==> src/rtl/tri_persp_div_pkg.sv <==
// Shared graphics types for the projection and perspective-divide stages:
// Q16.16 vertex/triangle layouts, divide FSM states and the default saturation limit.
package tri_persp_div_pkg;

    localparam int SAT_LIM_DEFAULT = 32767;

    typedef enum logic [1:0] {
        IDLE,
        ISSUE,
        BUSY,
        DONE
    } state_t;

    typedef logic signed [31:0] q16_16_t;
    // [0..3] = x, y, z, w
    typedef logic [3:0][31:0]   vertex_t;
    typedef vertex_t [2:0]      homo_tri_t;
    // triangle[v] = {y[15:0], x[15:0]}
    typedef logic [2:0][31:0]   triangle_t;

    function automatic logic [31:0] abs32(input logic [31:0] v);
        return v[31] ? (~v + 32'd1) : v;
    endfunction

endpackage

==> src/rtl/tri_persp_div_if.sv <==
// Triangle in/out handshake bundle; slave is the divide block, master the surrounding pipeline.
interface tri_persp_div_if;
    import tri_persp_div_pkg::*;

    homo_tri_t homo_tri;
    logic      valid_in;
    logic      ready_in;
    triangle_t triangle;
    logic      valid_out;
    logic      ready_out;
    logic      div0;

    modport master (
        output homo_tri, valid_in, ready_out,
        input  ready_in, triangle, valid_out, div0
    );

    modport slave (
        input  homo_tri, valid_in, ready_out,
        output ready_in, triangle, valid_out, div0
    );

endinterface

==> src/rtl/tri_persp_div_seq_divider.sv <==
// 32-cycle unsigned restoring divider; done_o marks the cycle whose quotient_o is final.
module seq_divider (
    input  logic        clk_in,
    input  logic        rst_in,
    input  logic        start_i,
    input  logic [31:0] dividend_i,
    input  logic [31:0] divisor_i,
    output logic        done_o,
    output logic [31:0] quotient_o
);

    logic [31:0] rem_q, quo_q, dsr_q;
    logic [5:0]  cnt_q;
    logic [32:0] rem_sh;
    logic        fits;
    logic [31:0] rem_d, quo_d;

    always_comb begin
        rem_sh = {rem_q, quo_q[31]};
        fits   = (rem_sh >= {1'b0, dsr_q});
        rem_d  = fits ? 32'(rem_sh - {1'b0, dsr_q}) : rem_sh[31:0];
        quo_d  = {quo_q[30:0], fits};
    end

    // The last step is presented combinationally so the result lands on the 32nd busy cycle.
    assign done_o     = (cnt_q == 6'd1);
    assign quotient_o = quo_d;

    always_ff @(posedge clk_in or posedge rst_in) begin
        if (rst_in) begin
            rem_q <= '0;
            quo_q <= '0;
            dsr_q <= '0;
            cnt_q <= '0;
        end else if (start_i) begin
            rem_q <= '0;
            quo_q <= dividend_i;
            dsr_q <= divisor_i;
            cnt_q <= 6'd32;
        end else if (cnt_q != 6'd0) begin
            rem_q <= rem_d;
            quo_q <= quo_d;
            cnt_q <= cnt_q - 6'd1;
        end
    end

endmodule

==> src/rtl/tri_persp_div.sv <==
// Perspective divide of one triangle: six sequential |num|/|w| divides, then sign,
// saturation and packing into {y, x} screen words.
//   state | meaning
//   IDLE  | waiting for a triangle, ready_in high
//   ISSUE | start divider for component k
//   BUSY  | divider running (32 cycles)
//   DONE  | result presented, waiting for ready_out
module tri_persp_div
    import tri_persp_div_pkg::*;
#(
    parameter int SAT_LIM = SAT_LIM_DEFAULT
) (
    input  logic              clk_in,
    input  logic              rst_in,
    tri_persp_div_if.slave    bus
);

    localparam logic [31:0] LIM = 32'(SAT_LIM);

    state_t          state_q;
    logic [2:0]      k_q;
    homo_tri_t       tri_q;
    logic [5:0][15:0] res_q, res_d;
    logic            div0_acc_q;
    triangle_t       triangle_q;
    logic            valid_out_q, ready_in_q, div0_q;

    logic [1:0]  v_idx;
    logic [31:0] num, w, quot, mag;
    logic        w_zero, neg, div_done;
    logic [15:0] res_val;

    always_comb begin
        v_idx   = k_q[2:1];
        num     = tri_q[v_idx][{1'b0, k_q[0]}];
        w       = tri_q[v_idx][3];
        w_zero  = (w == 32'd0);
        neg     = num[31] ^ w[31];
        // With w == 0 the divider output is meaningless; only the numerator sign matters.
        if (w_zero)
            mag = (num == 32'd0) ? 32'd0 : LIM;
        else
            mag = (quot > LIM) ? LIM : quot;
        res_val = neg ? 16'(~mag[15:0] + 16'd1) : mag[15:0];
        res_d        = res_q;
        res_d[k_q]   = res_val;
    end

    seq_divider u_div (
        .clk_in     (clk_in),
        .rst_in     (rst_in),
        .start_i    (state_q == ISSUE),
        .dividend_i (abs32(num)),
        .divisor_i  (abs32(w)),
        .done_o     (div_done),
        .quotient_o (quot)
    );

    always_ff @(posedge clk_in or posedge rst_in) begin
        if (rst_in) begin
            state_q     <= IDLE;
            k_q         <= '0;
            tri_q       <= '0;
            res_q       <= '0;
            div0_acc_q  <= 1'b0;
            triangle_q  <= '0;
            valid_out_q <= 1'b0;
            ready_in_q  <= 1'b1;
            div0_q      <= 1'b0;
        end else begin
            case (state_q)
                IDLE: if (bus.valid_in && ready_in_q) begin
                    tri_q      <= bus.homo_tri;
                    k_q        <= '0;
                    div0_acc_q <= 1'b0;
                    ready_in_q <= 1'b0;
                    state_q    <= ISSUE;
                end
                ISSUE: state_q <= BUSY;
                BUSY: if (div_done) begin
                    res_q      <= res_d;
                    div0_acc_q <= div0_acc_q | w_zero;
                    if (k_q == 3'd5) begin
                        triangle_q  <= res_d;
                        div0_q      <= div0_acc_q | w_zero;
                        valid_out_q <= 1'b1;
                        state_q     <= DONE;
                    end else begin
                        k_q     <= k_q + 3'd1;
                        state_q <= ISSUE;
                    end
                end
                DONE: if (bus.ready_out) begin
                    valid_out_q <= 1'b0;
                    ready_in_q  <= 1'b1;
                    state_q     <= IDLE;
                end
                default: state_q <= IDLE;
            endcase
        end
    end

    assign bus.ready_in  = ready_in_q;
    assign bus.triangle  = triangle_q;
    assign bus.valid_out = valid_out_q;
    assign bus.div0      = div0_q;

endmodule
==> src/flat_wrapper.sv <==
// flat-port wrapper written by rule: the top's interface ports become plain ports
module tri_persp_div_flat import tri_persp_div_pkg::*;
#(
    parameter int SAT_LIM = SAT_LIM_DEFAULT
)
  (clk_in, rst_in, bus_homo_tri, bus_valid_in, bus_ready_out, bus_ready_in, bus_triangle, bus_valid_out, bus_div0);
  tri_persp_div_if bus_i ();
  input  logic clk_in;
  input  logic rst_in;
  input wire logic [$bits(bus_i.homo_tri)-1:0] bus_homo_tri;
  input wire logic [$bits(bus_i.valid_in)-1:0] bus_valid_in;
  input wire logic [$bits(bus_i.ready_out)-1:0] bus_ready_out;
  output wire logic [$bits(bus_i.ready_in)-1:0] bus_ready_in;
  output wire logic [$bits(bus_i.triangle)-1:0] bus_triangle;
  output wire logic [$bits(bus_i.valid_out)-1:0] bus_valid_out;
  output wire logic [$bits(bus_i.div0)-1:0] bus_div0;
  assign bus_i.homo_tri = bus_homo_tri;
  assign bus_i.valid_in = bus_valid_in;
  assign bus_i.ready_out = bus_ready_out;
  assign bus_ready_in = bus_i.ready_in;
  assign bus_triangle = bus_i.triangle;
  assign bus_valid_out = bus_i.valid_out;
  assign bus_div0 = bus_i.div0;
  tri_persp_div #(.SAT_LIM(SAT_LIM)) u_core (.clk_in(clk_in), .rst_in(rst_in), .bus(bus_i));
endmodule
==> config.mk <==
export PLATFORM = sky130hd
export DESIGN_NAME = tri_persp_div_flat
export DESIGN_NICKNAME = d
export VERILOG_FILES = /design/src/rtl/tri_persp_div_pkg.sv /design/src/rtl/tri_persp_div_if.sv /design/src/rtl/tri_persp_div_seq_divider.sv /design/src/rtl/tri_persp_div.sv /design/src/flat_wrapper.sv
export SDC_FILE = /design/constraint.sdc
export NUM_CORES = 2
export LEC_CHECK = 0
export ABC_CLOCK_PERIOD_IN_PS = 47800
export BUFFER_PORTS_ARGS = -buffer_cell sky130_fd_sc_hd__clkbuf_2
export CORE_UTILIZATION = 61
export CTS_CLUSTER_SIZE = 20
export DETAILED_ROUTE_END_ITERATION = 10
export GPL_ROUTABILITY_DRIVEN = 0
export PLACE_DENSITY = 0.92
export SLEW_MARGIN = 5
export SYNTH_ARGS = -nofsm -noshare
export SYNTH_HDL_FRONTEND = slang
export SYNTH_SLANG_ARGS = --single-unit
==> constraint.sdc <==
create_clock -name clk_in -period 47.8 [get_ports clk_in]
set_clock_uncertainty 0.2 [all_clocks]
set_input_delay 4.78 -clock clk_in [delete_from_list [all_inputs] [get_ports clk_in]]
set_output_delay 4.78 -clock clk_in [all_outputs]
set_load 0.03 [all_outputs]
---- Word level (Yosys, flattened, before mapping) ----
Index checks and enable logic that the tools add are counted.
Widths: inputs -> output; s select.
storage, ports and cells
  register bits after elaboration ......... 687
  input port bits ......................... 388
  output and inout bits ................... 99
  logic and storage cells ................. 114
operators by class
  add/subtract/negate cells ............... 6
  order comparisons ....................... 6
  equal/unequal tests ..................... 10
  multiplexer cells ....................... 38
  bitwise logic cells ..................... 5
  reductions and logical operators ........ 18
operators by type and width
  cell                   count
  $mux 32                9
  $bmux 128 s2           1
  $mux 128               1
  $bwmux 96              1
  $add 32x1->32 const B  2
  $logic_not 32->1       2
  $mux 16                4
  $not 32->32            2
  $demux 16 s3           1
  $ge 33x32->1           1
  $gt 32x15->1 const B   1
  $sub 32x32->32         1
  $add 16x1->16 const B  1
  $not 16->16            1
  $mux 15                1
  $mux 6                 2
  $reduce_and 3->1       4
  $mux 3                 3
  $mux 2                 4
  $pmux 2 s4             1
  $reduce_and 4->1       2
  $reduce_bool 2->1      4
  $eq 6x1->1 const B     1
  $mux 1                 6
  other kinds (19)       27

---- Depth between registers and ports, before layout ----
  word-level depth ........................ 11
  mapped depth ............................ 27
  gate-level depth less buffers ........... 20

---- Cells and area by module ----
Synthesis repeated with hierarchy kept, for this count alone.
second synthesis, totals
  cells, all modules ...................... 2825
  area, all modules ....................... 29527.1 um2
modules (own cells, without submodules)
  module         instances  cells an instance  area an instance (um2)  sequential area each (um2)
  tri_persp_div  1          2036               22830.6                 12238.0
  seq_divider    1          789                6696.4                  2552.4

---- Worst setup path after synthesis ----
Ideal clock, no wire load.
  path type ............................... in2reg
  from .................................... input port bus_valid_in
  to ...................................... register u_core.tri_q[100] (netlist bit)
  setup time .............................. 125 ps
  arrival ................................. 6302 ps
  data required time ...................... 47475 ps
  setup slack ............................. 41173 ps
  cell stages on the path ................. 5
  buffers on the path ..................... 2
  cell sequence ........................... nand3_1 nor2_1 clkbuf_1 buf_1 mux2_2
between the ends
  cells in the longest elaborated chain, start to end .. 2
RTL lines
  item                               line                 source
  from (decl)                        flat_wrapper.sv:11   input wire logic [$bits(bus_i.valid_in)-1:0] bus_valid_in;
  $logic_and 1x1->1                  tri_persp_div.sv:72  IDLE: if (bus.valid_in && ready_in_q) begin
  $reduce_and 2->1 (no source line)  -
  to (signal assigned)               tri_persp_div.sv:73  tri_q <= bus.homo_tri;
  to (decl)                          tri_persp_div.sv:22  homo_tri_t tri_q;
No other way between the ends.
A chain may end at the register's enable or synchronous reset.

---- Worst setup path after layout ----
  from .................................... register u_core.k_q[2]
  to ...................................... register u_core.triangle_q, in the netlist u_core.bus.triangle[74]
between the ends
  cells in the longest elaborated chain, start to end .. 11
  elaborated cells between the ends (all ways) .. 20
  those cells by class .................... add/sub: 1; order compare: 2; eq/ne: 1; mux: 10; bitwise: 2; reduce/logical: 4
RTL lines
  item                                         line                                      source
  from (decl)                                  tri_persp_div.sv:21                       logic [2:0] k_q;
  from (signal assigned)                       tri_persp_div.sv:89                       k_q <= k_q + 3'd1;
  $bmux 128 s2                                 tri_persp_div.sv:35, tri_persp_div.sv:36
  $mux 128 (implied by the code)               tri_persp_div.sv:36                       w = tri_q[v_idx][3];
  $mux 32 (implied by the code) (2 in series)  tri_persp_div.sv:35                       num = tri_q[v_idx][{1'b0, k_q[0]}];
  $logic_not 32->1                             tri_persp_div.sv:41                       mag = (num == 32'd0) ? 32'd0 : LIM;
  $mux 15                                      tri_persp_div.sv:41
  $mux 16                                      tri_persp_div.sv:40                       if (w_zero)
  $not 16->16                                  tri_persp_div.sv:44                       res_val = neg ? 16'(~mag[15:0] + 16'd1) : mag[15:0];
  $add 16x1->16                                tri_persp_div.sv:44
  $mux 16                                      tri_persp_div.sv:44
  $bwmux 96                                    tri_persp_div.sv:46                       res_d[k_q] = res_val;
  to (signal assigned)                         tri_persp_div.sv:84                       triangle_q <= res_d;
  to (decl)                                    tri_persp_div.sv:25                       triangle_t triangle_q;
Several ways; a longest one is shown, not always the timed one. The select of a mux whose other input is x is not followed.

==> summary.md <==
| Metric | Value |
|---|---|
| Top-level port count | 487 |
| Post-synthesis area per instance | 10.3 um2 |
| Setup repair after global routing missed its margin | false |
| Required arrival time at the worst endpoint | 48050 ps |
| Count of filler cells inserted in the layout | 2851 |
| Cell leakage power | 0.0164 uW |
| Number of flops mapped to enable cells by yosys | 0 |
| Via total after detailed routing | 24600 |
| Areal power density over the cells | 30.5 nW/um2 |
| Setup Crit Path Kind | flip-flop to flip-flop |
| Wl on met1 | 31500 um |
| Area of all placed cells without fillers | 33200 um2 |
| Synthesized instance count | 2791 |
| Remaining number of nets flagged by the antenna check after routing | 0 |
| Final core utilization | 0.713 |
| Fraction of layout cells with a size suffix above 1 | 0.275 |
| Worst path setup slack after routing | 39720 ps |
| Count of endpoints failing setup in the final report | 0 |
| Peak Freq | 124 MHz |
| Post CTS Setup Buffer Count | 0 |
| Total number of placement rows | 79 |
| Count of input and output buffers | 390 |
| Total length of routed met2 wires | 41800 um |
| Time the worst path needs with I/O delays and setup | 8080 ps |
| Maximum vdd drop | 0.0320 mV |
| Skew-Pair Late Insertion Delay | 640 ps |
| TritonCTS Sinks | 591 |
| Post-synthesis instance area | 28900 um2 |
| Clock root buffer master | sky130_fd_sc_hd__clkbuf_16 |
| Num CTS Buffers | 58 |
| Die H | 219 um |
| Final WL | 88500 um |
| Largest fanout on the critical path | 49 |
| Net count after synthesis | 3219 |
| Share of flip-flops with an asynchronous set or reset after synthesis | 1.00 |
| Post-synth cell types | 80 |
| Die ar. | 48200 um2 |
| Total core area | 46600 um2 |
| Effective utilization at floorplan | 0.620 |
| Global-route congestion overflow total | 0 |
| Bufs on Longest Clock Path | 3 |
| NumNets Final | 3525 |
| Share of the clock period used by the worst path | 0.169 |
| Pin count of the biggest net entering global routing | 205 |
| Number of DRC violations after detailed-routing iteration 0 | 3195 |
| Total Routing Usage GR | 0.365 |
| Die outline width | 219 um |
| Wire length of the first global-routing pass | 136000 um |
| Actual transition at the worst max-transition pin | 1390 ps |
| Per-cell via count in the routed design | 6.56 |
| Total negative slack | 0 ps |
| Initial antenna violation count | 3 |
| Sort of element at the end of the critical path | flip-flop |
| Hold Path Class | flip-flop to flip-flop |
| Seq. cell area | 14800 um2 |
| Via count of the first global-routing pass | 25000 |
| Post-synthesis sequential element count | 591 |
| Max Used Layer | met4 |
| Length of the first detailed-routing pass in iterations | 8 |
| Post-placement setup slack | 39150 ps |
| Crit path arrival time | 8330 ps |
| Post-CTS resize count | 0 |
| Synth-to-layout area growth | 15.0% |
| Area taken by multi-input logic gates | 13200 um2 |
| Share of the yosys chip area belonging to registers | 0.513 |
| Detailed-route DRC error count | 0 |
| Top_reg_cell synth | sky130_fd_sc_hd__dfrtp_1 |
| Final max-slew violation count | 0 |
| Pwr Total | 1010 uW |
| Clock tree from TritonCTS | yes |
| Hold_buf cts | 0 |
| Wirelength per Cell | 23.6 um |
| Startpoint types | flip-flop |
| Clock H-tree levels | 2 |
| Total of max-cap violations | 0 |
| Total placed instance area | 31100 um2 |
| DP Wirelength | 56400 um |
| Final Hold Viols | 0 |
| Normalized max-slew margin | 0.0703 |
| Number of warnings printed during yosys synthesis | 0 |
| Clock transition at path regs | 70 ps |
| Result of the run | completed |
| Routed met3 length | 9500 um |
-- worst max-delay path: stages (launching register included) --
cell	delay, ps
sky130_fd_sc_hd__dfrtp_4	820
sky130_fd_sc_hd__buf_4	780
sky130_fd_sc_hd__mux2i_1	320
sky130_fd_sc_hd__o2bb2ai_1	100
sky130_fd_sc_hd__buf_4	260
sky130_fd_sc_hd__nor4_1	540
sky130_fd_sc_hd__nand4_1	330
sky130_fd_sc_hd__or3_1	700
sky130_fd_sc_hd__and2_1	350
sky130_fd_sc_hd__a21oi_1	410
sky130_fd_sc_hd__inv_1	360
sky130_fd_sc_hd__ha_1	310
sky130_fd_sc_hd__nand2b_1	140
sky130_fd_sc_hd__nor2_1	90
sky130_fd_sc_hd__a2bb2oi_1	480
sky130_fd_sc_hd__o21ai_0	190
sky130_fd_sc_hd__xnor2_1	1140
sky130_fd_sc_hd__o21ai_0	290
-- cells by family after synthesis --
family          synth area share
fa+ha+maj                 0.0176
flops                      0.513
mux                        0.155
compound gates             0.130
simple gates               0.127
buf+inv                   0.0320
xor+xnor                  0.0255
-- worst paths after layout --
kind | slack, ps | from | depth (start not counted) | to
hold reg to reg | 270 | u_core.bus.triangle[14] | 2 | u_core.bus.triangle[14]
setup / recovery | 39720 | u_core.k_q[2] | 17 | u_core.bus.triangle[74]
hold / removal | 270 | u_core.bus.triangle[14] | 2 | u_core.bus.triangle[14]
max in group asynchronous | 39940 | rst_in | 5 | u_core.tri_q[383]
setup reg to reg | 39720 | u_core.k_q[2] | 17 | u_core.bus.triangle[74]
min in group asynchronous | 4030 | rst_in | 2 | u_core.tri_q[37]
-- per-stage QoR --
stage          instances  hold slack [ps]
2_1_floorplan       2791              241
6_report            3754              267
3_3_place_gp        3644              253
5_1_grt             3754              296
4_1_cts             3751              274
3_5_place_dp        3644              256
-- report_power, final --
group	internal (uW)	switching [uW]	total, uW
clock	281	206	487
sequential	500	0	500
combinational	8.89	14.9	23.8
-- cells in the mapped netlist, types with 3 or more instances --
cell                          n  area, um2
sky130_fd_sc_hd__nand3b_1     4       30.0
sky130_fd_sc_hd__mux2_2     317       3570
sky130_fd_sc_hd__buf_1       10       37.5
sky130_fd_sc_hd__o22ai_1     10       62.6
sky130_fd_sc_hd__xnor2_1     48        420
sky130_fd_sc_hd__inv_1       56        210
sky130_fd_sc_hd__or3_1       15       93.8
sky130_fd_sc_hd__xor2_1      36        315
sky130_fd_sc_hd__clkbuf_1   141        529
sky130_fd_sc_hd__nand2_1    433       1630
sky130_fd_sc_hd__mux2i_1     76        761
sky130_fd_sc_hd__a311oi_1     7       61.3
sky130_fd_sc_hd__o2bb2ai_1   36        315
sky130_fd_sc_hd__o21ai_1     10       50.1
sky130_fd_sc_hd__nand4b_1     3       26.3
sky130_fd_sc_hd__o41ai_1      9       78.8
sky130_fd_sc_hd__o21a_1      10       75.1
sky130_fd_sc_hd__nor4_1      11       68.8
sky130_fd_sc_hd__a222oi_1     6       60.1
sky130_fd_sc_hd__a31oi_1     43        269
sky130_fd_sc_hd__o21ai_0    226       1130
sky130_fd_sc_hd__nor2b_1     14       87.6
sky130_fd_sc_hd__a221o_1     26        260
sky130_fd_sc_hd__nand2b_1    10       62.6
sky130_fd_sc_hd__ha_1        39        488
sky130_fd_sc_hd__nor3_1      32        160
sky130_fd_sc_hd__or4_1        5       37.5
sky130_fd_sc_hd__and2_1       9       56.3
sky130_fd_sc_hd__dfrtp_1    590      14800
sky130_fd_sc_hd__buf_6        6       67.6
sky130_fd_sc_hd__mux2_1      10        113
sky130_fd_sc_hd__a221oi_1     3       26.3
sky130_fd_sc_hd__nand4_1     16        100
sky130_fd_sc_hd__buf_2       12       60.1
sky130_fd_sc_hd__and3_1      24        150
sky130_fd_sc_hd__a211oi_1    20        150
sky130_fd_sc_hd__nor2_1     180        676
sky130_fd_sc_hd__o31ai_1     11       82.6
sky130_fd_sc_hd__or2_2        6       37.5
sky130_fd_sc_hd__o211ai_1    11       82.6
sky130_fd_sc_hd__a21oi_1    130        651
sky130_fd_sc_hd__nand3_1     59        295
sky130_fd_sc_hd__nor3b_1      5       37.5
sky130_fd_sc_hd__a21o_1      21        158
-- state kept, by name, summed over array words and instances (netlist names) --
name,count
u_core.u_div.dsr_q,32
u_core.res_q,96
u_core.k_q,3
u_core.tri_q,288
u_core.bus.valid_out,1
u_core.u_div.rem_q,32
u_core.bus.ready_in,1
u_core.state_q,2
u_core.u_div.cnt_q,6
u_core.div0_acc_q,1
u_core.u_div.quo_q,32
u_core.bus.triangle,96
u_core.bus.div0,1
-- cell type report --
cell class | count | area share
multi-input cells | 1972 | 0.398
repair buffers | 417 | 0.0653
clock buffers | 81 | 0.0512
inverters | 57 | 0.00667
well taps | 607 | 0.0229
clock inverters | 26 | 0.0103
diodes | 3 | 0.000226
flip-flops and latches | 591 | 0.446
-- per-layer routing --
metal  vias to the layer above  track usage
met1                     12000        0.441
met4                         0        0.227
li1                      10500            -
met3                       439        0.101
met2                      1661        0.581
met5                         -            0
-- cells in the final DEF (no fill, tap or decap), types with 12 or more instances in the layout --
| cell | netlist | routed |
|---|---|---|
| sky130_fd_sc_hd__dfrtp_1 | 590 | 587 |
| sky130_fd_sc_hd__inv_1 | 56 | 55 |
| sky130_fd_sc_hd__or3_1 | 15 | 15 |
| sky130_fd_sc_hd__clkbuf_2 | 0 | 390 |
| sky130_fd_sc_hd__clkbuf_8 | 0 | 16 |
| sky130_fd_sc_hd__a21o_1 | 21 | 21 |
| sky130_fd_sc_hd__a211oi_1 | 20 | 20 |
| sky130_fd_sc_hd__clkbuf_16 | 0 | 58 |
| sky130_fd_sc_hd__mux2i_1 | 76 | 76 |
| sky130_fd_sc_hd__and3_1 | 24 | 24 |
| sky130_fd_sc_hd__a31oi_1 | 43 | 43 |
| sky130_fd_sc_hd__nand3_1 | 59 | 58 |
| sky130_fd_sc_hd__mux2_2 | 317 | 317 |
| sky130_fd_sc_hd__xor2_1 | 36 | 36 |
| sky130_fd_sc_hd__xnor2_1 | 48 | 48 |
| sky130_fd_sc_hd__a21oi_1 | 130 | 130 |
| sky130_fd_sc_hd__nand2_1 | 433 | 431 |
| sky130_fd_sc_hd__nand4_1 | 16 | 16 |
| sky130_fd_sc_hd__nor2_1 | 180 | 177 |
| sky130_fd_sc_hd__nor3_1 | 32 | 32 |
| sky130_fd_sc_hd__a221o_1 | 26 | 26 |
| sky130_fd_sc_hd__o21ai_0 | 226 | 226 |
| sky130_fd_sc_hd__ha_1 | 39 | 39 |
| sky130_fd_sc_hd__nor2b_1 | 14 | 12 |
| sky130_fd_sc_hd__buf_4 | 2 | 26 |
| sky130_fd_sc_hd__o2bb2ai_1 | 36 | 36 |
Note: power is estimated with default switching activity, not from simulation.
